$ cat config.mk
export PLATFORM = sky130hd
export DESIGN_NAME = frame_reader
export DESIGN_NICKNAME = d
export VERILOG_FILES = /design/src/rtl/frame_reader.sv
export SDC_FILE = /design/constraint.sdc
export NUM_CORES = 1
export LEC_CHECK = 0
export CORE_MARGIN = 4
export CORE_UTILIZATION = 45
export CTS_CLUSTER_SIZE = 24
export DETAILED_ROUTE_END_ITERATION = 7
export PLACE_DENSITY = 0.73
export SYNTH_ARGS = -nofsm -noshare
export SYNTH_HDL_FRONTEND = slang
export SYNTH_SLANG_ARGS = --single-unit
$ cat constraint.sdc
create_clock -name CLOCK_50 -period 3.2 [get_ports CLOCK_50]
set_input_delay 0.64 -clock CLOCK_50 [delete_from_list [all_inputs] [get_ports CLOCK_50]]
set_output_delay 0.64 -clock CLOCK_50 [all_outputs]
set_load 0.005 [all_outputs]
$ cat src/rtl/frame_reader.sv
// Raster reader: sweeps the 160x120 board RAM on each frame_go and streams cells to the VGA adapter.
// Optional build macro FRAME_READER_SKIP_BLACK_EN suppresses plot strobes for black (3'b000) cells.
module frame_reader #(
   parameter logic [7:0] X_MAX = 8'd159,
   parameter logic [6:0] Y_MAX = 7'd119
) (
   input  logic        CLOCK_50,
   input  logic        resetn,
   input  logic        frame_go,
   input  logic        hold,
   output logic [14:0] rd_address,
   output logic        rd_en,
   input  logic [2:0]  rd_q,
   output logic [7:0]  x,
   output logic [6:0]  y,
   output logic [2:0]  colour,
   output logic        plot,
   output logic        busy,
   output logic        done
);

   typedef enum logic [1:0] {
      IDLE  = 2'd0,
      SCAN  = 2'd1,
      DRAIN = 2'd2
   } state_t;

   state_t     state_q, state_d;
   logic [7:0] cx_q, cx_d;
   logic [6:0] cy_q, cy_d;
   logic       last_cell;

   // Stage 1: coordinates of the read whose data arrives this cycle.
   logic       s1_valid_q;
   logic       s1_last_q;
   logic [7:0] s1_x_q;
   logic [6:0] s1_y_q;

   // Stage 2: registered pixel presented to the VGA adapter.
   logic [7:0] x_q;
   logic [6:0] y_q;
   logic [2:0] colour_q;
   logic       plot_q;
   logic       plot_d;
   logic       done_q;

   assign last_cell = (cx_q == X_MAX) && (cy_q == Y_MAX);

   always_comb begin
      // NOTE: every output of this block is given a default first, so no path can infer a latch.
      state_d = state_q;
      cx_d    = cx_q;
      cy_d    = cy_q;
      rd_en   = 1'b0;
      unique case (state_q)
         IDLE: begin
            if (frame_go) begin
               state_d = SCAN;
               cx_d    = 8'd0;
               cy_d    = 7'd0;
            end
         end
         SCAN: begin
            if (!hold) begin
               rd_en = 1'b1;
               if (last_cell) begin
                  // Park counters at the origin so the idle address reads as zero.
                  state_d = DRAIN;
                  cx_d    = 8'd0;
                  cy_d    = 7'd0;
               end else if (cx_q == X_MAX) begin
                  cx_d = 8'd0;
                  cy_d = cy_q + 7'd1;
               end else begin
                  cx_d = cx_q + 8'd1;
               end
            end
         end
         DRAIN: begin
            if (done_q) state_d = IDLE;
         end
         default: state_d = IDLE;
      endcase
   end

`ifdef FRAME_READER_SKIP_BLACK_EN
   assign plot_d = s1_valid_q && (rd_q != 3'b000);
`else
   assign plot_d = s1_valid_q;
`endif

   // NOTE: sequential state uses non-blocking assignments so every register samples pre-edge values.
   always_ff @(posedge CLOCK_50 or negedge resetn) begin
      if (!resetn) begin
         state_q <= IDLE;
         cx_q    <= 8'd0;
         cy_q    <= 7'd0;
      end else begin
         state_q <= state_d;
         cx_q    <= cx_d;
         cy_q    <= cy_d;
      end
   end

   always_ff @(posedge CLOCK_50 or negedge resetn) begin
      if (!resetn) begin
         s1_valid_q <= 1'b0;
         s1_last_q  <= 1'b0;
         s1_x_q     <= 8'd0;
         s1_y_q     <= 7'd0;
         x_q        <= 8'd0;
         y_q        <= 7'd0;
         colour_q   <= 3'd0;
         plot_q     <= 1'b0;
         done_q     <= 1'b0;
      end else begin
         s1_valid_q <= rd_en;
         s1_last_q  <= rd_en && last_cell;
         if (rd_en) begin
            s1_x_q <= cx_q;
            s1_y_q <= cy_q;
         end
         // Pixel registers hold their last value between plots.
         if (s1_valid_q) begin
            x_q      <= s1_x_q;
            y_q      <= s1_y_q;
            colour_q <= rd_q;
         end
         plot_q <= plot_d;
         done_q <= s1_last_q;
      end
   end

   assign rd_address = {cx_q, cy_q};
   assign busy       = (state_q != IDLE);
   assign x          = x_q;
   assign y          = y_q;
   assign colour     = colour_q;
   assign plot       = plot_q;
   assign done       = done_q;

endmodule

==> results.sh <==
export IMPL_yosysWarnings=0
export IMPL_place_gp_congestion=0.762
export IMPL_met2_length_um=2030
export IMPL_crit_start="hold"
export IMPL_ys_types=32
export IMPL_vdd_drop_max_mv=0.230
export IMPL_syn2layout_area_growth_pct=26.6
export IMPL_routed_top_layer="met4"
export IMPL_drive_above_1_share_pct=14.7
export IMPL_io_pins=44
export IMPL_ctsResizeCount=0
export IMPL_hold_viol_final=0
export IMPL_critical_path_top_delay_family="buffers and inverters"
export IMPL_syn_nets=215
export IMPL_synthTopCellsByCount="nand2_1 (55), dfrtp_1 (54), mux2_2 (19)"
export IMPL_firstDrtPassIters=4
export IMPL_die_area_sq_um=6270
export IMPL_drcViolationCount=0
export IMPL_grt_max_degree=36
export IMPL_synth_top_area_share_pct=59.3
export IMPL_synth_area_mux_share_pct=9.39
export IMPL_synth_seq_area_share_pct=59.3
export IMPL_rr_startpoint="cx_q[0]"
export IMPL_synth_top_family_by_area="simple AND/OR/NAND/NOR gates"
export IMPL_worst_slew_pin_slew_ns=0.777
export IMPL_cp_cell_sequence="clkdlybuf4s50_1, nand2b_1, inv_2, clkdlybuf4s50_1"
export IMPL_synthAdderAreaFrac_pct=1.10
export IMPL_post_place_ws_ns=0.687
export IMPL_fin_hold_ws_ns=0.265
export IMPL_clock_path_buffers=2
export IMPL_slowest_delay_ns=0.52
export IMPL_reg2reg_depth=5
export IMPL_finClkSkew_ns=0.0103
export IMPL_die_w_um=79.2
export IMPL_grt_pass1_vias=1704
export IMPL_synth_most_common_cell="nand2_1"
export IMPL_cp_start_kind="input pin"
export IMPL_synthArstFlopShare_pct=100
export IMPL_post_drt_wl_per_cell_um=14.0
export IMPL_nets=260
export IMPL_hold_buffers=0
export IMPL_synthCells=206
export IMPL_cp_end_kind="output port"
export IMPL_yosys_top_cells_area="dfrtp_1 (59%), mux2_2 (9.4%), nand2_1 (9.1%)"
export IMPL_post_cts_buffers=0
export IMPL_crit_buf_inv=3
export IMPL_max_clock_freq_mhz=405
export IMPL_setup_slack_ns=0.731
export IMPL_via_per_inst=5.30
export IMPL_rr_endpoint="cy_q[0]"
export IMPL_arrival_ns=1.83
export IMPL_critPathSlowestCell="clkdlybuf4s50_1"
export IMPL_grt_setup_unrepaired="no"
export IMPL_diodes=0
export IMPL_final_setup_tns_ns=0
export IMPL_overflow=0
export IMPL_syn_avg_cell_area_sq_um=11.1
export IMPL_worstPathRequired_ns=2.56
export IMPL_numPortBuffers=43
export IMPL_initial_core_util_pct=47.3
export IMPL_htreeDepth=2
export IMPL_cts_tree="done"
export IMPL_crit_path_frequent_cell="clkdlybuf4s50_1"
export IMPL_period_share_pct=77.2
export IMPL_drtAntennaViolNets=0
export IMPL_yosysTopAreaCell="dfrtp_1"
export IMPL_fin_crit_ns=2.47
export IMPL_wl_met1_um=2140
export IMPL_synth_seq_cells=54
export IMPL_synth_simple_gate_area_share_pct=19.1
export IMPL_die_h_um=79.2
export IMPL_p_leak_nw=1.30
export IMPL_min_path_type="in2async"
export IMPL_drtIter0Drc=116
export IMPL_drv_slew=0
export IMPL_outcome="completed"
export IMPL_routed_wl_um=4480
export IMPL_clk_latency_ns=0.31
export IMPL_netlist_area_sq_um=2280
export IMPL_worstPathMaxFanout=2
export IMPL_dr_wl_met3_um=250
export IMPL_cap_violations=0
export IMPL_finalPower_w=0.00178
export IMPL_finalSetupViolCount=0
export IMPL_vias=1691
export IMPL_synth_compound_area_share_pct=8.56
export IMPL_place_inst=311
export IMPL_track_usage_pct=15.9
export IMPL_synth_edf_count=0
export IMPL_antenna_found_initial=0
export IMPL_grt_first_pass_wirelength_um=7980
export IMPL_clock_sinks=54
export IMPL_core_area_sq_um=4820
export IMPL_clkSlewWorstSetupHoldPaths_ns=0.09
export IMPL_cts_root_buf="clkbuf_8"
export IMPL_ys_flop_type="dfrtp_1"
export IMPL_stdcell_count=319
export IMPL_powerDensity_nw_per_um2=618
export IMPL_endpoint="rd_en"
export IMPL_slew_headroom_pct=48.2
export IMPL_rows=25
export IMPL_hpwl_um=3070
export IMPL_crit_type="in2out"
export IMPL_numCtsBuffers=5
export IMPL_reg2reg_slack_ns=1.23
export IMPL_synthXorXnorAreaFrac_pct=0.384
export IMPL_path_depth=4
per-stage QoR:
stage | instance area (sq um) | util (%)
final | 2890 | 59.9
after global routing | 2890 | 59.9
after CTS | 2890 | 59.9
after detailed placement | 2770 | 57.4
after global placement | 2770 | 57.4
after floorplan | 2280 | -
state kept, by name (all words and copies together) (netlist names), 2 cells and up:
name     count
colour       3
y            7
s1_x_q       8
cx_q         8
x            8
cy_q         7
state_q      2
s1_y_q       7
layout by cell type, fill, tap and decap left out, types with 2 or more instances in the layout:
| cell | count |
|---|---|
| nand2_1 | 55 |
| clkbuf_8 | 6 |
| o21ai_0 | 6 |
| nand4_1 | 2 |
| nor2_1 | 8 |
| nand3_1 | 6 |
| a21o_1 | 2 |
| or2_2 | 2 |
| a21oi_1 | 8 |
| buf_4 | 3 |
| mux2_2 | 19 |
| nand2b_1 | 4 |
| ha_1 | 2 |
| clkdlybuf4s50_1 | 42 |
| dfrtp_1 | 54 |
| nor2b_1 | 2 |
| or4_1 | 6 |
| o31ai_1 | 8 |
worst reg2reg max path: stages (launching register included):
cell	delay (ns)
dfrtp_1	0.45
ha_1	0.29
and4_4	0.23
a21oi_2	0.38
nor2_1	0.18
mux2_2	0.32
power breakdown:
| group | internal, W | switching [W] |
|---|---|---|
| clock | 0.000257 | 0.000220 |
| combinational | 0.000240 | 0.000140 |
| sequential | 0.000802 | 0.000124 |
| total | 0.00130 | 0.000484 |
final cells by class:
type | count | area [sq um]
sequential | 54 | 1350
timing repair buffer | 46 | 448
fill | 440 | 1930
inverter | 1 | 3.75
tap | 67 | 83.8
clock buffer | 6 | 82.6
multi-input combinational | 143 | 878
clock inverter | 2 | 38.8
metal layers:
metal / vias up / GRT usage (%)
met5: - / 0
met4: 0 / 6.19
met3: 7 / 3.51
met2: 37 / 25.7
met1: 838 / 20.8
li1: 809 / -
worst min-delay path by stage:
stage / start / end / slack, ns / cells after the start
global route: resetn / colour[0] / 0.30 / 1
detailed placement: s1_last_q / done / 0.34 / 0
global placement: s1_last_q / done / 0.34 / 0
finish: resetn / x[5] / 0.27 / 1
floorplan: s1_last_q / done / 0.33 / 0
CTS: resetn / colour[0] / 0.28 / 1
kinds of logic after synthesis:
family                   after synthesis
AND/OR/NAND/NOR                       91
buffers and inverters                  9
adder cells (fa/ha/maj)                2
flip-flops                            54
XOR/XNOR                               1
AO/OA/AOI/OAI                         30
multiplexers                          19
No activity file was read; power rests on OpenSTA's default activity.
